==> src/rtl/grid_write_scheduler.sv <==
// grid_write_scheduler
//   Owns the 1-bit-per-cell display bitmap (GRID_ROWS x GRID_COLS, row-major)
//   read by the video scan path. Two requesters share write access through a
//   round-robin arbiter, and a clear command walks the whole bitmap to zero,
//   one cell per cycle.
//
// Ports
//   clk, reset_n              clock, asynchronous active-low reset
//   req0_valid/addr/data      requester 0 write (addr = row*GRID_COLS+col)
//   req0_ready                combinational grant to requester 0
//   req1_valid/addr/data      requester 1 write
//   req1_ready                combinational grant to requester 1
//   clear_start               1-cycle pulse, starts a full-grid clear
//   clear_busy                high while the clear sequence runs
//   clear_done                1-cycle pulse after the last cell is cleared
//   err_oob                   1-cycle pulse after an accepted write with addr >= CELLS
//   grid_ram                  registered bitmap, bit i = cell i
module grid_write_scheduler #(
  parameter int GRID_ROWS = 30,
  parameter int GRID_COLS = 40,
  parameter int ADDR_W    = 11,
  localparam int CELLS    = GRID_ROWS * GRID_COLS
) (
  input  logic              clk,
  input  logic              reset_n,
  input  logic              req0_valid,
  input  logic [ADDR_W-1:0] req0_addr,
  input  logic              req0_data,
  output logic              req0_ready,
  input  logic              req1_valid,
  input  logic [ADDR_W-1:0] req1_addr,
  input  logic              req1_data,
  output logic              req1_ready,
  input  logic              clear_start,
  output logic              clear_busy,
  output logic              clear_done,
  output logic              err_oob,
  output logic [CELLS-1:0]  grid_ram
);

  localparam logic ST_IDLE  = 1'b0;
  localparam logic ST_CLEAR = 1'b1;

  localparam logic [ADDR_W-1:0] LAST_CELL = ADDR_W'(CELLS - 1);
  // One extra bit so the bound still compares correctly when 2**ADDR_W == CELLS.
  localparam logic [ADDR_W:0]   CELL_LIMIT = (ADDR_W + 1)'(CELLS);

  logic              state;
  logic [ADDR_W-1:0] clear_ptr;
  logic              last_grant;   // 0 = req0 won last transfer, 1 = req1

  logic              arb_open;
  logic              xfer0;
  logic              xfer1;
  logic              wr_en;
  logic [ADDR_W-1:0] wr_addr;
  logic              wr_data;
  logic              wr_in_range;

  // A requester's ready never looks at its own valid: it is granted unless the
  // other side is also asking and it was the one served last.
  always_comb begin
    arb_open    = (state == ST_IDLE) && !clear_start;
    req0_ready  = arb_open && (!req1_valid || last_grant);
    req1_ready  = arb_open && (!req0_valid || !last_grant);
    xfer0       = req0_valid && req0_ready;
    xfer1       = req1_valid && req1_ready;
    wr_en       = xfer0 || xfer1;
    wr_addr     = xfer1 ? req1_addr : req0_addr;
    wr_data     = xfer1 ? req1_data : req0_data;
    wr_in_range = ({1'b0, wr_addr} < CELL_LIMIT);
  end

  assign clear_busy = (state == ST_CLEAR);

  always_ff @(posedge clk or negedge reset_n) begin
    if (!reset_n) begin
      state      <= ST_IDLE;
      clear_ptr  <= '0;
      last_grant <= 1'b1;
      clear_done <= 1'b0;
      err_oob    <= 1'b0;
      grid_ram   <= '0;
    end else begin
      clear_done <= 1'b0;
      err_oob    <= 1'b0;
      case (state)
        ST_IDLE: begin
          if (clear_start) begin
            state     <= ST_CLEAR;
            clear_ptr <= '0;
          end else if (wr_en) begin
            last_grant <= xfer1;
            if (wr_in_range) begin
              grid_ram[wr_addr] <= wr_data;
            end else begin
              err_oob <= 1'b1;
            end
          end
        end
        ST_CLEAR: begin
          grid_ram[clear_ptr] <= 1'b0;
          clear_ptr           <= clear_ptr + 1'b1;
          if (clear_ptr == LAST_CELL) begin
            state      <= ST_IDLE;
            clear_done <= 1'b1;
          end
        end
        default: state <= ST_IDLE;
      endcase
    end
  end

endmodule

==> config.mk <==
export PLATFORM = sky130hd
export DESIGN_NAME = grid_write_scheduler
export DESIGN_NICKNAME = d
export VERILOG_FILES = /design/src/rtl/grid_write_scheduler.sv
export SDC_FILE = /design/constraint.sdc
export NUM_CORES = 2
export LEC_CHECK = 0
export BUFFER_PORTS_ARGS = -buffer_cell sky130_fd_sc_hd__buf_2
export CAP_MARGIN = 20
export CORE_AREA = 2 2 481 483
export CTS_CLUSTER_SIZE = 28
export DETAILED_ROUTE_END_ITERATION = 7
export DIE_AREA = 0 0 483 485
export PLACE_DENSITY = 0.51
export SYNTH_ARGS = -nofsm -noshare
export SYNTH_HDL_FRONTEND = slang
export SYNTH_SLANG_ARGS = --single-unit
export TNS_END_PERCENT = 50
==> constraint.sdc <==
create_clock -name clk -period 3.51 [get_ports clk]
set_clock_uncertainty 0.1 [all_clocks]
set_input_delay 0.8775 -clock clk [delete_from_list [all_inputs] [get_ports clk]]
set_output_delay 0.8775 -clock clk [all_outputs]
set_load 0.02 [all_outputs]
==> reports/metrics.yaml <==
worst_pin_slew_ns: 1.239
die_w_um: 483
violations: "negative setup slack"
grt_pass1_wl_um: 669500
ctsResizeCount: 0
fin_crit_ns: 3.519
slew_headroom: 0.1741
worstSetupPathType: "register to register"
synthesis.area_um2: 67890
io_buffers: 1233
drtAntennaViolNets: 0
yosys_warnings: 0
p_leak_uw: 0.03268
syn_inst: 7678
first_iter_violations: 12230
cts_buffers: 154
synth_top_area_share: 0.4475
synthArstFlopShare: 1.000
cp.required_ns: 4.14
fin_nets: 8968
rsz0062_at_grt: "no"
cap_violations: 0
cts_buffer_depth: 3
start_kind: "register"
ys_types: 88
die_h_um: 485
syn_avg_cell_area_um2: 8.842
firstDrtPassIters: 6
grt_pass1_vias: 75360
synth_edf_count: 0
seq_area_um2: 30410
period_share: 1.002
synth-seq-area-share: 0.4479
rows: 176
setup_tns_ns: -0.008683
critPathMaxFanout: 17
ctsHtreeMaxLevel: 4
vias: 80770
synth_ff_type: "dfrtp_1"
reg2reg_depth: 8
irDropWorstVdd_mv: 0.4476
layout-drive-gt1-share: 0.2790
clock.fmax_mhz: 284.2
start_util: 0.2964
post-route-drc-count: 0
grt_max_degree: 213
final_cell_area_um2: 89870
dieArea_um2: 234300
clock_sinks: 1215
dpl_cell_area_um2: 84360
syn_to_final_growth_pct: 32.38
synth_area_leaders: "dfrtp_1, o21ai_0, o22ai_1"
antenna_found_initial: 45
multiInputGateArea_um2: 34300
wl_per_cell_um: 41.24
via_per_inst: 6.674
cts_tree: "done"
slew_viol_final: 0
whs_ns: 0.3967
pwr_density_cell_nw_per_um2: 531.0
setup_viol: 1
grt_usage: 0.4076
root_buffer: "clkbuf_16"
ys_ff_latch: 1215
end_kind: "register"
grt-ovfl-total: 0
layout_setup_ws_ns: -0.008683
worst_hold_path_type: "input pin to asynchronous set/reset pin"
syn-num-nets: 7711
fillers: 23110
cp.arrival_ns: 4.15
insertion_delay_ns: 0.87
hpwl_um: 346500
fin_cells: 12100
synth_top_area_cell: "dfrtp_1"
totalWireLength_um: 499000
dpl.cell_count: 11800
status: "complete, but fails checks"
io_pins: 1234
clk_pin_slew_ns: 0.05
finalHoldViolCount: 0
core_region_area_um2: 229000
gp_congestion: 0.9873
-- stage by stage --
step	setup slack [ns]	total power (uW)	utilization
after floorplan	0.3875	23110	-
after global placement	-0.5148	30220	0.3681
after detailed placement	-0.2052	30430	0.3683
after CTS	0.04178	47380	0.3918
after global routing	0.03456	48830	0.3923
final	-0.008683	47720	0.3924
-- where the power goes --
part	leakage, uW	internal, uW	switching, uW
registers	0.0135	16000	1690
logic	0.0166	3290	9650
clock network	0.00259	9760	7350
-- path summary, 6_finish.rpt --
kind	start	to	slack [ns]
setup / recovery	clear_busy	grid_ram[1090]	-0.009
hold / removal	reset_n	grid_ram[1024]	0.40
hold reg to reg	grid_ram[224]	grid_ram[224]	0.43
min in group clk	req0_valid	last_grant	0.42
setup reg to reg	clear_busy	grid_ram[1090]	-0.009
max in group asynchronous	reset_n	grid_ram[617]	1.59
-- sequential cells by signal (all words and copies together), names as in the netlist --
| name | count |
|---|---|
| grid_ram | 1200 |
| clear_ptr | 11 |
| last_grant | 1 |
| clear_done | 1 |
| err_oob | 1 |
| clear_busy | 1 |
-- worst max-delay path, stage by stage (launching register included) --
cell and delay, ns:
dfrtp_4 0.47, buf_4 0.16, buf_4 0.19, inv_6 0.17
nand4_1 0.50, o31ai_1 0.93, a21boi_4 0.45, buf_12 0.26
a221o_1 0.18
-- final cells by class --
| cell class | instances | share of cell area |
|---|---|---|
| clock inverters | 51 | 0.01033 |
| inverters | 14 | 0.0006961 |
| diodes | 19 | 0.0005290 |
| well taps | 3026 | 0.04213 |
| repair buffers | 2119 | 0.1771 |
| multi-input cells | 5431 | 0.3816 |
| clock buffers | 227 | 0.04927 |
| flip-flops and latches | 1215 | 0.3384 |
-- placed cells by master, fill, tap and decap left out, drive strengths merged, types with 7 or more instances in the layout --
| cell | instances |
|---|---|
| a211oi | 532 |
| a21boi | 116 |
| a21o | 7 |
| a21oi | 536 |
| a221o | 360 |
| a22oi | 31 |
| a32o | 69 |
| a32oi | 24 |
| and2 | 26 |
| and3 | 18 |
| buf | 2118 |
| bufinv | 12 |
| clkbuf | 227 |
| clkinv | 35 |
| dfrtp | 1214 |
| diode | 19 |
| inv | 15 |
| nand2 | 793 |
| nand2b | 15 |
| nand3 | 82 |
| nand4 | 53 |
| nor2 | 77 |
| nor2b | 372 |
| nor3 | 21 |
| nor4b | 11 |
| nor4bb | 8 |
| o211ai | 195 |
| o21ai | 1054 |
| o221ai | 167 |
| o22ai | 716 |
| o31ai | 29 |
| or2 | 8 |
| or3 | 14 |
-- synth_stat cells, drive strengths merged, types with 6 or more instances --
cell / count
and2: 26
nand4: 53
nand3: 82
a21o: 7
inv: 13
dfrtp: 1214
nor3b: 6
buf: 166
or3: 14
nand2b: 15
o31ai: 29
and3: 18
o211ai: 195
a32o: 69
nor2b: 372
nor4: 6
a21boi: 116
nand2: 793
nor4bb: 8
o22ai: 716
nor3: 21
o21ai: 1054
o221ai: 167
a221o: 360
nand3b: 6
clkbuf: 852
nor4b: 11
and3b: 6
nor2: 77
o2111ai: 6
a211oi: 532
or2: 8
a32oi: 24
a22oi: 31
a21oi: 536
-- timing repair --
item	in CTS	in global routing
setup buffers	2	0
hold buffers	1	0
setup endpoints to repair	1	0
endpoints found under the hold margin	49	0
-- cell families (layout without fill, tap and decap cells) --
group	Yosys count	after routing	share of synthesized area
AO/OA/AOI/OAI	3876	3876	0.3779
AND/OR/NAND/NOR	1545	1545	0.1123
flip-flops	1215	1215	0.4479
buffers and inverters	1032	2411	0.06034
XOR/XNOR	5	5	0.0006452
adder cells (fa/ha/maj)	4	4	0.0007372
multiplexers	1	1	0.0001474
other	0	19	0
-- layer usage --
layer | wire (um) | track usage | up-vias
li1 | - | - | 32030
met1 | 181900 | 0.4929 | 40720
met2 | 209000 | 0.5913 | 6560
met3 | 66090 | 0.1597 | 1447
met4 | 41930 | 0.2858 | 14
met5 | 138 | 0.002041 | -
Note: power is estimated with default switching activity, not from simulation.
